===== config.mk =====
export PLATFORM = sky130hd
export DESIGN_NAME = i2c_cmd_arbiter
export DESIGN_NICKNAME = d
export VERILOG_FILES = /design/src/rtl/i2c_cmd_arbiter.sv
export SDC_FILE = /design/constraint.sdc
export NUM_CORES = 1
export LEC_CHECK = 0
export CAP_MARGIN = 20
export CORE_ASPECT_RATIO = 0.75
export CORE_MARGIN = 4
export CORE_UTILIZATION = 45
export DETAILED_ROUTE_END_ITERATION = 8
export HOLD_SLACK_MARGIN = 0.15
export PLACE_DENSITY = 0.81
export SETUP_SLACK_MARGIN = 0.2
export SYNTH_ARGS = -nofsm -noshare
export SYNTH_HDL_FRONTEND = slang
export SYNTH_SLANG_ARGS = --single-unit

===== constraint.sdc =====
create_clock -name i_clk -period 3.15 [get_ports i_clk]
set_input_delay 0.4725 -clock i_clk [delete_from_list [all_inputs] [get_ports i_clk]]
set_output_delay 0.4725 -clock i_clk [all_outputs]
set_load 0.01 [all_outputs]

===== src/rtl/i2c_cmd_arbiter.sv =====
`default_nettype none
`timescale 1ns/1ps
// ============================================================================
// Module      : i2c_cmd_arbiter
// Description : Shares one 3-byte I2C sender between two command sources.
//               Port 0 is the power-up init sequencer and port 1 is runtime
//               control. One requester is granted at a time. The sender gets
//               a one-cycle start, the word is held until the sender reports
//               finish, and the granted port then sees a one-cycle done.
//               A watchdog aborts a transaction whose finish never arrives.
//
// Ports       : i_clk, i_rst            clock, synchronous active-high reset
//               i_req{0,1}_valid/data   command request per port
//               o_req{0,1}_ready        command accepted this cycle
//               o_req{0,1}_done         one-cycle end-of-transaction pulse
//               o_i2c_start/o_i2c_dat   start pulse and word to the sender
//               i_i2c_finished          sender finished a transaction
//               i_err_clr               clears the sticky timeout flag
//               o_busy                  arbiter is not idle
//               o_timeout_err           sticky watchdog-abort flag
//
// Revision    : 1.0 - initial release
// ============================================================================
module i2c_cmd_arbiter #(
    parameter int PRIORITY_MODE = 0,      // 0: round-robin, 1: port 0 always wins
    parameter int TIMEOUT       = 200000, // WAIT cycles before abort, 0 disables
    parameter int DW            = 24      // command word width
) (
    input  logic          i_clk,
    input  logic          i_rst,
    input  logic          i_req0_valid,
    input  logic [DW-1:0] i_req0_data,
    output logic          o_req0_ready,
    output logic          o_req0_done,
    input  logic          i_req1_valid,
    input  logic [DW-1:0] i_req1_data,
    output logic          o_req1_ready,
    output logic          o_req1_done,
    output logic          o_i2c_start,
    output logic [DW-1:0] o_i2c_dat,
    input  logic          i_i2c_finished,
    input  logic          i_err_clr,
    output logic          o_busy,
    output logic          o_timeout_err
);

    // Timer only needs to reach TIMEOUT-1; keep at least one bit so the
    // declaration stays legal when the watchdog is disabled.
    localparam int            TW            = (TIMEOUT > 0 && $clog2(TIMEOUT + 1) > 0)
                                              ? $clog2(TIMEOUT + 1) : 1;
    localparam logic [TW-1:0] c_timer_limit = TW'((TIMEOUT > 0) ? (TIMEOUT - 1) : 0);
    localparam logic          c_wdog_en     = (TIMEOUT > 0);

    typedef enum logic [1:0] {
        S_IDLE  = 2'd0,
        S_START = 2'd1,
        S_WAIT  = 2'd2,
        S_DONE  = 2'd3
    } state_t;

    state_t          r_state;
    state_t          w_state_nxt;
    logic            r_last_grant;
    logic            r_cur_port;
    logic [TW-1:0]   r_timer;
    logic [DW-1:0]   r_dat;
    logic            r_timeout_err;
    logic            w_grant;
    logic            w_accept;
    logic            w_timeout;

    // Grant selection. With both ports valid, round-robin hands the bus to
    // the port that did not win last time; fixed priority always picks 0.
    always_comb begin
        w_grant = 1'b0;
        if (i_req1_valid && !i_req0_valid) begin
            w_grant = 1'b1;
        end else if (i_req0_valid && i_req1_valid) begin
            w_grant = (PRIORITY_MODE == 1) ? 1'b0 : ~r_last_grant;
        end
    end

    assign w_accept  = (r_state == S_IDLE) && (w_grant ? i_req1_valid : i_req0_valid);

    // Finish in the same cycle as the limit is a normal completion.
    assign w_timeout = c_wdog_en && (r_state == S_WAIT) && !i_i2c_finished
                       && (r_timer == c_timer_limit);

    // State register
    always_ff @(posedge i_clk) begin
        if (i_rst) begin
            r_state <= S_IDLE;
        end else begin
            r_state <= w_state_nxt;
        end
    end

    // Next-state logic; finish is only honoured in WAIT.
    always_comb begin
        w_state_nxt = r_state;
        case (r_state)
            S_IDLE:  if (w_accept) w_state_nxt = S_START;
            S_START: w_state_nxt = S_WAIT;
            S_WAIT:  if (i_i2c_finished || w_timeout) w_state_nxt = S_DONE;
            S_DONE:  w_state_nxt = S_IDLE;
            default: w_state_nxt = S_IDLE;
        endcase
    end

    // Datapath: captured word, grant history, watchdog timer, sticky error.
    always_ff @(posedge i_clk) begin
        if (i_rst) begin
            r_last_grant  <= 1'b1;  // port 0 is favoured on the first contention
            r_cur_port    <= 1'b0;
            r_dat         <= '0;
            r_timer       <= '0;
            r_timeout_err <= 1'b0;
        end else begin
            if (w_accept) begin
                r_dat        <= w_grant ? i_req1_data : i_req0_data;
                r_cur_port   <= w_grant;
                r_last_grant <= w_grant;
            end

            if (r_state == S_START) begin
                r_timer <= '0;
            end else if ((r_state == S_WAIT) && !i_i2c_finished && (r_timer != '1)) begin
                r_timer <= r_timer + TW'(1);
            end

            // A new abort takes precedence over a clear in the same cycle.
            if (w_timeout) begin
                r_timeout_err <= 1'b1;
            end else if (i_err_clr) begin
                r_timeout_err <= 1'b0;
            end
        end
    end

    assign o_req0_ready  = w_accept && !w_grant;
    assign o_req1_ready  = w_accept &&  w_grant;
    assign o_req0_done   = (r_state == S_DONE) && !r_cur_port;
    assign o_req1_done   = (r_state == S_DONE) &&  r_cur_port;
    assign o_i2c_start   = (r_state == S_START);
    assign o_i2c_dat     = r_dat;
    assign o_busy        = (r_state != S_IDLE);
    assign o_timeout_err = r_timeout_err;

endmodule
`default_nettype wire


==> results.toml <==
[run_status]
outcome = "completed"

[critical_path]
crit_type = "reg2out"
critPathArrivalTime_ps = 1860
cp_max_fo = 6
end_kind = "output port"
cp.required_ps = 2680
startpoint_type = "flip-flop"

[clock_network]
cts_tree = "yes"
clk_path_buf_depth = 2
htree_levels = 2
cts_hold_buffers = 0
root_buffer = "clkbuf_8"
cts_buffers = 5
cts_resized = 0
clock_sinks = 47
cts_setup_buffers = 0
clk_latency_ps = 290
clkTransAtPathRegs_ps = 80

[finish]
nets = 386
layout_commonest_cell = "clkdlybuf4s50_1"
final_cell_mix = "clkdlybuf4s50_1 (84), dfxtp_1 (47), nor2_1 (28)"
fill_cells = 395
layout-drive-gt1-share_pct = 5.810
design_area_um2 = 3201
area_delta_synth_final_pct = 41.64
diodes = 0

[route]
ant_nets = 0
vias = 2362
drt_wl_total_mm = 6.734
wl_per_cell_um = 17.40
initialDrtViolationCount = 324
drcViolationCount = 0
post_drt_via_cell_ratio = 6.103
dr.pass1.iters = 5

[power]
vdd_drop_max_uv = 358.0
seqPwrFrac_pct = 38.0
p_switching_mw = 0.7027
internal_power_mw = 1.296
clkPwrFrac_pct = 17.3
combPwrFrac_pct = 44.7
p_leak_nw = 1.178
power_density_nw_per_um2 = 624.5
swShare_pct = 35.16

[floorplanning]
die_y_um = 69.37
rows = 22
core_area_um2 = 4872
fp.dieW_um = 89.83
dieArea_um2 = 6231
initial_utilization_pct = 46.38
pin_count = 85

[logic_synthesis]
synth_cell_types = 43
ys_top_cells_by_area = "dfxtp_1 (42%), a222oi_1 (11%), nor2_1 (4.7%)"
ys.flop_type = "dfxtp_1"
synthesis.area_um2 = 2260
synth.top_cell.area_share_pct = 41.64
yosys_register_bits = 47
synth_mux_area_share_pct = 3.544
synth_area_per_cell_um2 = 9.112
synth_top_cell_by_area = "dfxtp_1"
yosysWarnings = 0
syn_nets = 308
synth_edf_count = 0
synth_xor_area_share_pct = 0
synth-compound-area-share_pct = 22.54
synthAdderAreaFrac_pct = 3.322
ys_seq_area_share_pct = 41.64
synthArstFlopShare_pct = 0
synth_top_family_by_area = "simple AND/OR/NAND/NOR gates"
netlist_instances = 248
synthSimpleGateAreaFrac_pct = 23.64

[grt]
grt_pass1_wl_mm = 10.91
antenna_found_initial = 0
overflow = 0
grt_pass1_vias = 2162
grt_util_all_layers_pct = 21.14
grt_max_degree = 38

[placed_design]
placed_area_um2 = 3119
io_buffer_count = 84
place_congestion = 0.8736
dp_hpwl_mm = 4.960

[timing]
fin_skew_ps = 4.570
worst_pin_slew_ps = 670.4
period_needed_ps = 2334
setup_viol = 0
rsz0062_at_grt = "no"
maxSlewHeadroom_pct = 55.01
setup_tns_ps = 0
fmax_ghz = 0.4285
fin_crit_sh_pct = 74.09
slew_violations = 0
hold_violations = 0

[hold_path]
min_path_type = "reg2reg"

[run]
max_cap_violations = 0
[metal layers]
metal	routed length, um	global-route usage, %	share of wire [%]	up-vias
met5	0	0	0	-
met4	180	8.163	2.7	0
met3	437	3.905	6.5	16
met2	3370	34.58	50	107
met1	2744	27.78	41	1119
li1	-	-	-	1120
[power groups by stage]
| stage | clock, mW | sequential, mW | combinational [mW] |
|---|---|---|---|
| after floorplan | 0 | 0.796 | 0.450 |
| after global placement | 0 | 0.763 | 0.881 |
| after detailed placement | 0 | 0.772 | 0.885 |
| after CTS | 0.358 | 0.758 | 0.890 |
| after global routing | 0.376 | 0.772 | 0.969 |
| final | 0.347 | 0.760 | 0.892 |
[sequential cells by signal, summed over array words and instances, names as in the netlist]
signal,flops
r_cur_port,1
r_last_grant,1
r_state,2
o_i2c_dat,24
r_timer,18
o_timeout_err,1
[per-stage QoR]
step                utilization [%]  setup slack, ps  instances  total power, mW  hold WS [ps]
floorplan                         -             1262        248            1.246         448.1
finish                        65.69            816.1        387            1.999         485.4
detailed placement            64.02            867.9        379            1.657         469.4
CTS                           65.69            808.3        387            2.007         481.5
global placement              64.02            869.3        379            1.644         463.0
global route                  65.69            671.3        387            2.117         528.7
[synthesized netlist by cell type (2+ instances only)]
library cell	instances
a21oi_1	15
buf_2	3
and4_1	6
or4_1	2
o21ai_0	5
nor2_1	28
a31oi_1	2
buf_6	3
nand3_1	6
and2_1	4
clkbuf_1	11
o31ai_1	2
inv_1	6
nor4_1	3
nand2_1	19
ha_1	6
a222oi_1	24
nor2b_1	2
a211oi_1	8
dfxtp_1	47
mux2i_1	8
nand2b_1	4
a2111o_1	2
nand4_1	5
or3_1	7
a211o_1	2
and2_2	2
[cell type report]
class / count / area (um2) / share of cell area, %
Multi-Input combinational cell: 177 / 1202 / 37.57
Sequential cell: 47 / 940.9 / 29.40
Timing Repair Buffer: 89 / 878.3 / 27.44
Clock buffer: 7 / 76.32 / 2.385
Tap cell: 60 / 75.07 / 2.346
Inverter: 6 / 22.52 / 0.7037
Clock inverter: 1 / 5.005 / 0.1564
[cells by family (layout without fill, tap and decap cells)]
logic type,count (synthesis),in the layout
buf+inv,24,103
mux,8,8
fa+ha+maj,6,6
compound gates,65,65
flops,47,47
simple gates,98,98
[path summary, 6_finish.rpt]
check             slack (ps)           from  cells after the start             to
setup / recovery         820     r_state[0]                      5   o_req0_ready
hold / removal           490  o_timeout_err                      2  o_timeout_err
setup reg to reg        1280     r_state[0]                      6    r_timer[14]
hold reg to reg          490  o_timeout_err                      2  o_timeout_err
[worst max-delay path, cell delays in order, from the launching register on]
cell and delay, ps:
dfxtp_1 360, inv_1 120, ha_1 290, nand2_1 80, a21oi_1 160, clkdlybuf4s50_1 560
(Power assumes the default switching activity.)
